## config.mk

```make
export PLATFORM = sky130hd
export DESIGN_NAME = logic_op_sequencer
export DESIGN_NICKNAME = d
export VERILOG_FILES = /design/src/rtl/CPU_package.sv /design/src/rtl/logic_op_sequencer.sv
export SDC_FILE = /design/constraint.sdc
export NUM_CORES = 1
export LEC_CHECK = 0
export ABC_AREA = 0
export CORE_ASPECT_RATIO = 1.5
export CORE_UTILIZATION = 35
export DETAILED_ROUTE_END_ITERATION = 7
export HOLD_SLACK_MARGIN = 0.03
export PLACE_DENSITY = 0.74
export SLEW_MARGIN = 15
export SYNTH_ARGS = -nofsm -noshare
export SYNTH_HDL_FRONTEND = slang
export SYNTH_SLANG_ARGS = --single-unit
```

## constraint.sdc

```tcl
create_clock -name clk -period 2.45 [get_ports clk]
set_clock_uncertainty 0.05 [all_clocks]
set_input_delay 0.3675 -clock clk [delete_from_list [all_inputs] [get_ports clk]]
set_output_delay 0.3675 -clock clk [all_outputs]
set_load 0.05 [all_outputs]
```

## src/rtl/CPU_package.sv

```systemverilog
// Shared CPU definitions: datapath width and the ALU opcode set.
package CPU_package;

    localparam int DATA_WIDTH = 8;

    typedef enum logic [3:0] {
        ALU_OP_ADD = 4'd0,
        ALU_OP_SUB = 4'd1,
        ALU_OP_AND = 4'd2,
        ALU_OP_OR  = 4'd3,
        ALU_OP_XOR = 4'd4,
        ALU_OP_NOT = 4'd5,
        ALU_OP_CPR = 4'd6,
        ALU_OP_SHL = 4'd7,
        ALU_OP_SHR = 4'd8
    } enum_alu_opcode_t;

endpackage

```

## src/rtl/logic_op_sequencer.sv

```systemverilog
// Sequencer that owns the logic unit inputs: accepts a request, drives the unit,
// waits a settle time, captures result/flags and returns them on a response channel.
//
// state | meaning
// IDLE  | ready for a request; lu_* hold their last values
// DRIVE | operands on the logic unit, settle counter running down
// RESP  | captured response presented until the consumer takes it
module logic_op_sequencer
    import CPU_package::*;
#(
    parameter int SETTLE_CYCLES = 1,
    parameter int CNT_WIDTH     = 16
) (
    input  logic                  clk,
    input  logic                  rst,
    input  logic                  req_valid,
    output logic                  req_ready,
    input  logic [DATA_WIDTH-1:0] req_a,
    input  logic [DATA_WIDTH-1:0] req_b,
    input  enum_alu_opcode_t      req_op,
    output logic                  resp_valid,
    input  logic                  resp_ready,
    output logic [DATA_WIDTH-1:0] resp_result,
    output logic [2:0]            resp_flag,
    output logic                  resp_err,
    output logic [DATA_WIDTH-1:0] lu_in_a,
    output logic [DATA_WIDTH-1:0] lu_in_b,
    output enum_alu_opcode_t      lu_opcode,
    input  logic [DATA_WIDTH-1:0] lu_out,
    input  logic [2:0]            lu_flag,
    output logic                  busy,
    output logic [CNT_WIDTH-1:0]  op_count
);

    typedef enum logic [1:0] {
        ST_IDLE  = 2'd0,
        ST_DRIVE = 2'd1,
        ST_RESP  = 2'd2
    } state_t;

    localparam logic [3:0] SETTLE_LOAD = 4'(SETTLE_CYCLES - 1);

    state_t                state_q, state_d;
    logic [3:0]            settle_cnt_q, settle_cnt_d;
    logic [DATA_WIDTH-1:0] lu_in_a_q, lu_in_a_d;
    logic [DATA_WIDTH-1:0] lu_in_b_q, lu_in_b_d;
    enum_alu_opcode_t      lu_opcode_q, lu_opcode_d;
    logic [DATA_WIDTH-1:0] resp_result_q, resp_result_d;
    logic [2:0]            resp_flag_q, resp_flag_d;
    logic                  resp_err_q, resp_err_d;
    logic [CNT_WIDTH-1:0]  op_count_q, op_count_d;

    function automatic logic is_logic_op(enum_alu_opcode_t op);
        case (op)
            ALU_OP_CPR, ALU_OP_AND, ALU_OP_OR, ALU_OP_XOR, ALU_OP_NOT: return 1'b1;
            default: return 1'b0;
        endcase
    endfunction

    always_comb begin
        state_d       = state_q;
        settle_cnt_d  = settle_cnt_q;
        lu_in_a_d     = lu_in_a_q;
        lu_in_b_d     = lu_in_b_q;
        lu_opcode_d   = lu_opcode_q;
        resp_result_d = resp_result_q;
        resp_flag_d   = resp_flag_q;
        resp_err_d    = resp_err_q;
        op_count_d    = op_count_q;

        case (state_q)
            ST_IDLE: begin
                if (req_valid) begin
                    if (is_logic_op(req_op)) begin
                        lu_in_a_d    = req_a;
                        lu_in_b_d    = req_b;
                        lu_opcode_d  = req_op;
                        settle_cnt_d = SETTLE_LOAD;
                        state_d      = ST_DRIVE;
                    end else begin
                        // Illegal opcode never reaches the logic unit.
                        resp_err_d    = 1'b1;
                        resp_result_d = '0;
                        resp_flag_d   = 3'b000;
                        state_d       = ST_RESP;
                    end
                end
            end
            ST_DRIVE: begin
                if (settle_cnt_q != 4'd0) begin
                    settle_cnt_d = settle_cnt_q - 4'd1;
                end else begin
                    if (lu_opcode_q == ALU_OP_CPR) begin
                        resp_result_d = '0;
                        resp_flag_d   = lu_flag;
                    end else begin
                        resp_result_d = lu_out;
                        resp_flag_d   = 3'b000;
                    end
                    resp_err_d = 1'b0;
                    state_d    = ST_RESP;
                end
            end
            ST_RESP: begin
                if (resp_ready) begin
                    op_count_d = op_count_q + CNT_WIDTH'(1);
                    state_d    = ST_IDLE;
                end
            end
            default: state_d = ST_IDLE;
        endcase
    end

    always_ff @(posedge clk) begin
        if (rst) begin
            state_q       <= ST_IDLE;
            settle_cnt_q  <= 4'd0;
            lu_in_a_q     <= '0;
            lu_in_b_q     <= '0;
            lu_opcode_q   <= ALU_OP_AND;
            resp_result_q <= '0;
            resp_flag_q   <= 3'b000;
            resp_err_q    <= 1'b0;
            op_count_q    <= '0;
        end else begin
            state_q       <= state_d;
            settle_cnt_q  <= settle_cnt_d;
            lu_in_a_q     <= lu_in_a_d;
            lu_in_b_q     <= lu_in_b_d;
            lu_opcode_q   <= lu_opcode_d;
            resp_result_q <= resp_result_d;
            resp_flag_q   <= resp_flag_d;
            resp_err_q    <= resp_err_d;
            op_count_q    <= op_count_d;
        end
    end

    assign req_ready   = (state_q == ST_IDLE);
    assign resp_valid  = (state_q == ST_RESP);
    assign busy        = (state_q != ST_IDLE);
    assign resp_result = resp_result_q;
    assign resp_flag   = resp_flag_q;
    assign resp_err    = resp_err_q;
    assign lu_in_a     = lu_in_a_q;
    assign lu_in_b     = lu_in_b_q;
    assign lu_opcode   = lu_opcode_q;
    assign op_count    = op_count_q;

endmodule
```

After elaboration in Yosys (flattened, before gate mapping)
Cells that the tools add are included.
Operators by class
  add/sub/neg operators: 2
  equality and inequality tests: 14
  muxes and demuxes: 26
  reductions and logical operators: 10
Operator list (count)
  $mux W8: 4
  $add A16 B1 Y16 const B: 1
  $eq A4 B3 Y1 const B: 4
  $pmux W8 S2: 1
  $mux W3: 4
  $mux W4: 3
  $eq A4 B2 Y1 const B: 2
  $mux W2: 4
  $ne A2 B2 Y1 const B: 4
  $pmux W4 S2: 1
  $reduce_and A4 Y1: 2
  $mux W1: 6
  $pmux W2 S3: 1
  $pmux W3 S2: 1
  $reduce_and A3 Y1: 2
  $reduce_or A5 Y1: 1
  $ne A2 B1 Y1 const B: 2
  $reduce_bool A2 Y1: 2
  $reduce_bool A4 Y1: 1
  $sub A4 B1 Y4 const B: 1
  $eq A2 B1 Y1 const B: 1
  $eq A2 B2 Y1 const B: 1
  $logic_not A2 Y1: 1
  $pmux W1 S2: 1
  $reduce_and A2 Y1: 1
Storage, ports and cells
  register bits after elaboration: 54
  output and inout port bits: 51

Longest topological paths before layout
Gate-level depths: netlist of the first run.
  depth in word-level cells: 8
  gate-level depth with buffers: 7
  gate-level depth less buffers: 6

Worst setup path after synthesis of the first run
No wires, ideal clock.
  path type: flip-flop to flip-flop
  start point: reg state_q[1]
  end point: reg state_q[1]
  library setup time: 118 ps
  arrival time: 1971 ps
  setup slack: 310 ps
  period minus slack after synthesis: 2140 ps
  cell stages (with the launch flop): 5
  path buffers: 1
  cell sequence: dfxtp_1 buf_2 nor2_1 inv_1 o2111a_1
Between the ends
  longest elaborated chain between the ends: 3
  elaborated cells on any way between the ends: 8
Ends and longest elaborated chain
  start, declared: RTL line logic_op_sequencer.sv:43  | state_t state_q, state_d;
  start signal, assigned: RTL line logic_op_sequencer.sv:126  | state_q <= state_d;
  $logic_not A2 Y1 *
  net req_ready: RTL line logic_op_sequencer.sv:17  | output logic req_ready,
  $ne A2 B2 Y1 (no line)
  $reduce_and A3 Y1 (no line)
The timed path passes the listed nets; every way through them passes the cells marked *.
A chain may end at the register's enable or synchronous reset.

Worst setup path in the final report of the first run
  start point: reg state_q[1]
  end point: out busy
Between the ends
  longest elaborated chain between the ends: 1
Ends and longest elaborated chain
  $reduce_bool A2 Y1: RTL line logic_op_sequencer.sv:140  | assign busy = (state_q != ST_IDLE);
  end, declared: RTL line logic_op_sequencer.sv:31  | output logic busy,
No other way between the ends.

==> results of run 1 <==
==> state kept, by name, summed over array words and instances, names as in the netlist <==
name / flops
op_count: 16
lu_in_a: 8
lu_in_b: 8
resp_result: 8
lu_opcode: 4
settle_cnt_q: 4
resp_flag: 3
state_q: 2
resp_err: 1
==> cells in the mapped netlist (all sizes together) <==
cell type / number / area share [%]
o2111a: 1 / 0.50
nand2b: 1 / 0.28
nor4: 1 / 0.28
mux2i: 8 / 3.5
nor2b: 4 / 1.1
nor3: 7 / 1.8
or2: 1 / 0.28
buf: 8 / 2.1
mux2: 1 / 0.50
and4b: 1 / 0.44
nand2: 59 / 9.8
xor2: 8 / 3.1
nand4b: 2 / 0.77
o21ai: 6 / 1.3
a311oi: 1 / 0.66
nand4: 7 / 2.6
nor2: 16 / 2.6
xnor2: 5 / 1.9
and4: 4 / 1.5
nand3: 11 / 2.4
a211oi: 2 / 0.66
or3b: 1 / 0.50
a32o: 3 / 1.3
inv: 6 / 0.99
a21oi: 23 / 5.1
and2: 3 / 0.83
or3: 3 / 0.83
ha: 3 / 1.7
clkbuf: 7 / 1.2
and3: 4 / 1.1
a2111oi: 1 / 0.44
dfxtp: 54 / 48
a31oi: 1 / 0.28
==> through the flow <==
| stage | util (%) | worst slack (ns) | cell area [µm²] | instances | power [mW] |
|---|---|---|---|---|---|
| finish | 52.9 | 0.141 | 3290 | 420 | 1.81 |
| global route | 52.9 | 0.0761 | 3290 | 420 | 1.89 |
| CTS | 52.8 | 0.0185 | 3280 | 420 | 1.84 |
| detailed placement | 51.1 | 0.240 | 3180 | 412 | 1.24 |
| global placement | 51.1 | 0.267 | 3180 | 412 | 1.24 |
| floorplan | - | 0.310 | 2270 | 263 | 1.12 |
==> cell usage in the layout (no fill, tap or decap), drive strengths merged, types with 4 or more instances in the layout <==
cell,synthesis,layout
clkdlybuf4s50,0,84
mux2i,8,8
nand3,11,11
nor2,16,16
and3,4,4
nand2,59,59
nor3,7,7
nand4,7,7
nor2b,4,4
dfxtp,54,54
xnor2,5,5
buf,8,5
xor2,8,8
a21oi,23,23
clkbuf,7,5
inv,6,6
and4,4,4
o21ai,6,6
==> how the worst min path moves through the flow <==
stage / slack (ns) / to / cells past startpoint
2_1_floorplan: 0.44 / lu_opcode[1]$_SDFFE_PP1P_ / 2
3_3_place_gp: 0.39 / lu_in_a[7]$_SDFFE_PP0P_ / 2
3_5_place_dp: 0.40 / lu_in_b[6]$_SDFFE_PP0P_ / 2
4_1_cts: 0.41 / lu_in_a[2]$_SDFFE_PP0P_ / 2
5_1_grt: 0.42 / lu_in_a[3]$_SDFFE_PP0P_ / 2
6_report: 0.41 / lu_in_a[0]$_SDFFE_PP0P_ / 2
==> power breakdown <==
part           leakage [nW]  total [mW]  internal, mW  switching [mW]
Clock                0.0579       0.588         0.301           0.286
Sequential            0.437       0.918         0.899          0.0191
Combinational         0.712       0.303         0.126           0.176
Total                  1.21        1.81          1.33           0.482
==> timing repair <==
item	4_1_cts	5_1_grt
resized for setup	0	1
endpoints found under the setup margin	0	1
setup buffers	0	0
hold buffers	0	0
==> cell type report <==
| cell class | count | area, µm² |
|---|---|---|
| clock buffers | 5 | 68.8 |
| clock inverters | 3 | 40.0 |
| fillers | 582 | 2930 |
| inverters | 6 | 22.5 |
| multi-input cells | 188 | 1090 |
| flip-flops and latches | 54 | 1080 |
| well taps | 74 | 92.6 |
| repair buffers | 90 | 891 |
==> critical path, delay by kind of cell, from the launching register on <==
family	cells	cell delay, ns
buffers and inverters	2	0.93
DFF	1	0.51
and+or+nand+nor	1	0.15
==> kinds of logic (layout without fill, tap and decap cells) <==
family                     count (synthesis)  count (layout)  share of synthesized area [%]
DFF                                       54              54                           47.7
and+or+nand+nor                          125             125                           27.1
xor gates and xnor gates                  13              13                           5.02
muxes                                      9               9                           4.03
AOI/OAI and AO/OA                         38              38                           10.3
adders and majority gates                  3               3                           1.65
buffers and inverters                     21             104                           4.25
==> metal layers <==
metal  global-route usage [%]  wire, µm  vias to the layer above
met3                     4.64       240                        5
met2                     29.1      2750                       47
met5                        0         0                        -
met4                     4.91        72                        0
li1                         -         -                     1060
met1                     17.4      2090                      945
==> summary.md, run 1 <==
| Metric | Value |
|---|---|
| Die height | 101 µm |
| Via count | 2057 |
| Rel. slew slack | 48.9% |
| Peak Freq | 433 MHz |
| RD Place Congestion | 0.740 |
| Static leakage | 1.21 nW |
| Synth unique cells | 39 |
| CP Capture Point | busy |
| Worst-path cell chain | nor2_1, inv_1, clkdlybuf4s50_1 |
| Hold Crit Class | flop to flop |
| Status | completed |
| Ant diodes | 0 |
| Register bit total from synthesis | 54 |
| Drt drc | 0 |
| Biggest cell delay along the critical path | 0.81 ns |
| Final wirelength | 5.16 mm |
| Reg2Reg Capture Point | resp_result[0]$_SDFFE_PP0P_ |
| Final setup vio count | 0 |
| Clock transition at path regs | 0.10 ns |
| Setup crit start | state_q[1]$_SDFFE_PP0P_ |
| CP startpoint kind | flop |
| CP max stage cell | clkdlybuf4s50_1 |
| First-pass GRT wire length | 8.49 mm |
| Share of cells above drive strength 1 | 5.49% |
| Register area share after synthesis | 47.7% |
| Fin nets | 383 |
| Post-route ant nets | 0 |
| Final Hold Fails | 0 |
| Total congestion overflow | 0 |
| Largest net degree at the start of global routing | 32 |
| Core Region | 6220 µm² |
| Max-cap violations | 0 |
| Crit-path max FO | 10 |
| Setup total negative slack | 0 ns |
| Synth-to-layout area growth | 44.9% |
| Clk buf depth | 2 |
| Min Clock Period, post-route | 2.31 ns |
| WL/cell | 12.3 µm |
| Io pins | 86 |
| GR Util All Layers | 16.1% |
| RSZ-0062 raised after global routing | false |
| Die area | 6810 µm² |
| Clk sinks | 54 |
| H-tree levels | 2 |
| CTS tree | built |
| # port buffers | 85 |
| Vias per inst | 4.90 |
| Slew Viols, Final | 0 |
| TritonRoute pass-1 iters | 4 |
| Vias in the first global route | 1975 |
| Syn nets | 301 |
| Initial Util | 36.5% |
| Area of the mapped netlist | 2270 µm² |
| Clk_lat worst skew | 0.31 ns |
| Worst vdd ir | 0.000380 V |
| PwrDens | 550 nW/µm² |
| Final worst path period share | 94.2% |
| Initial antenna violation count | 0 |
| Crit Reg-Reg Startpoint | settle_cnt_q[0]$_SDFFE_PP0P_ |
| DRT iter0 DRCs | 88 |
| Actual slew at the worst max-slew pin | 0.767 ns |
| Worst R2R Setup Slack | 0.38 ns |
| Number of CTS-inserted buffers | 5 |
| Critical path endpoint category | primary output |
| Rows | 35 |
| Hpwl dp | 3.84 mm |
| Final hold slack | 0.409 ns |
| Crit path required time | 2.03 ns |
| Crit path DAT | 1.89 ns |
| Ys Warns | 0 |
| Reg2Reg Depth | 7 |
| Min-delay src | lu_in_a[0]$_SDFFE_PP0P_ |
| Synthesized area per cell | 8.63 µm² |
| Chip Width | 67.7 µm |
| Crit path kind | flop to primary output |
| Cell count after synthesis | 263 |
| Root buf cell | clkbuf_8 |
Note: power is estimated with default switching activity, not from simulation.
==> inputs of run 2 (changes only) <==
--- a/config.mk
+++ b/config.mk
@@ -9,7 +9,7 @@
 export CORE_ASPECT_RATIO = 1.5
 export CORE_UTILIZATION = 35
 export DETAILED_ROUTE_END_ITERATION = 7
-export HOLD_SLACK_MARGIN = 0.03
+export HOLD_SLACK_MARGIN = 0.1
 export PLACE_DENSITY = 0.74
 export SLEW_MARGIN = 15
 export SYNTH_ARGS = -nofsm -noshare
==> results of run 2 <==
Same layout as run 1: the final DEF is identical, and so are final timing and power.
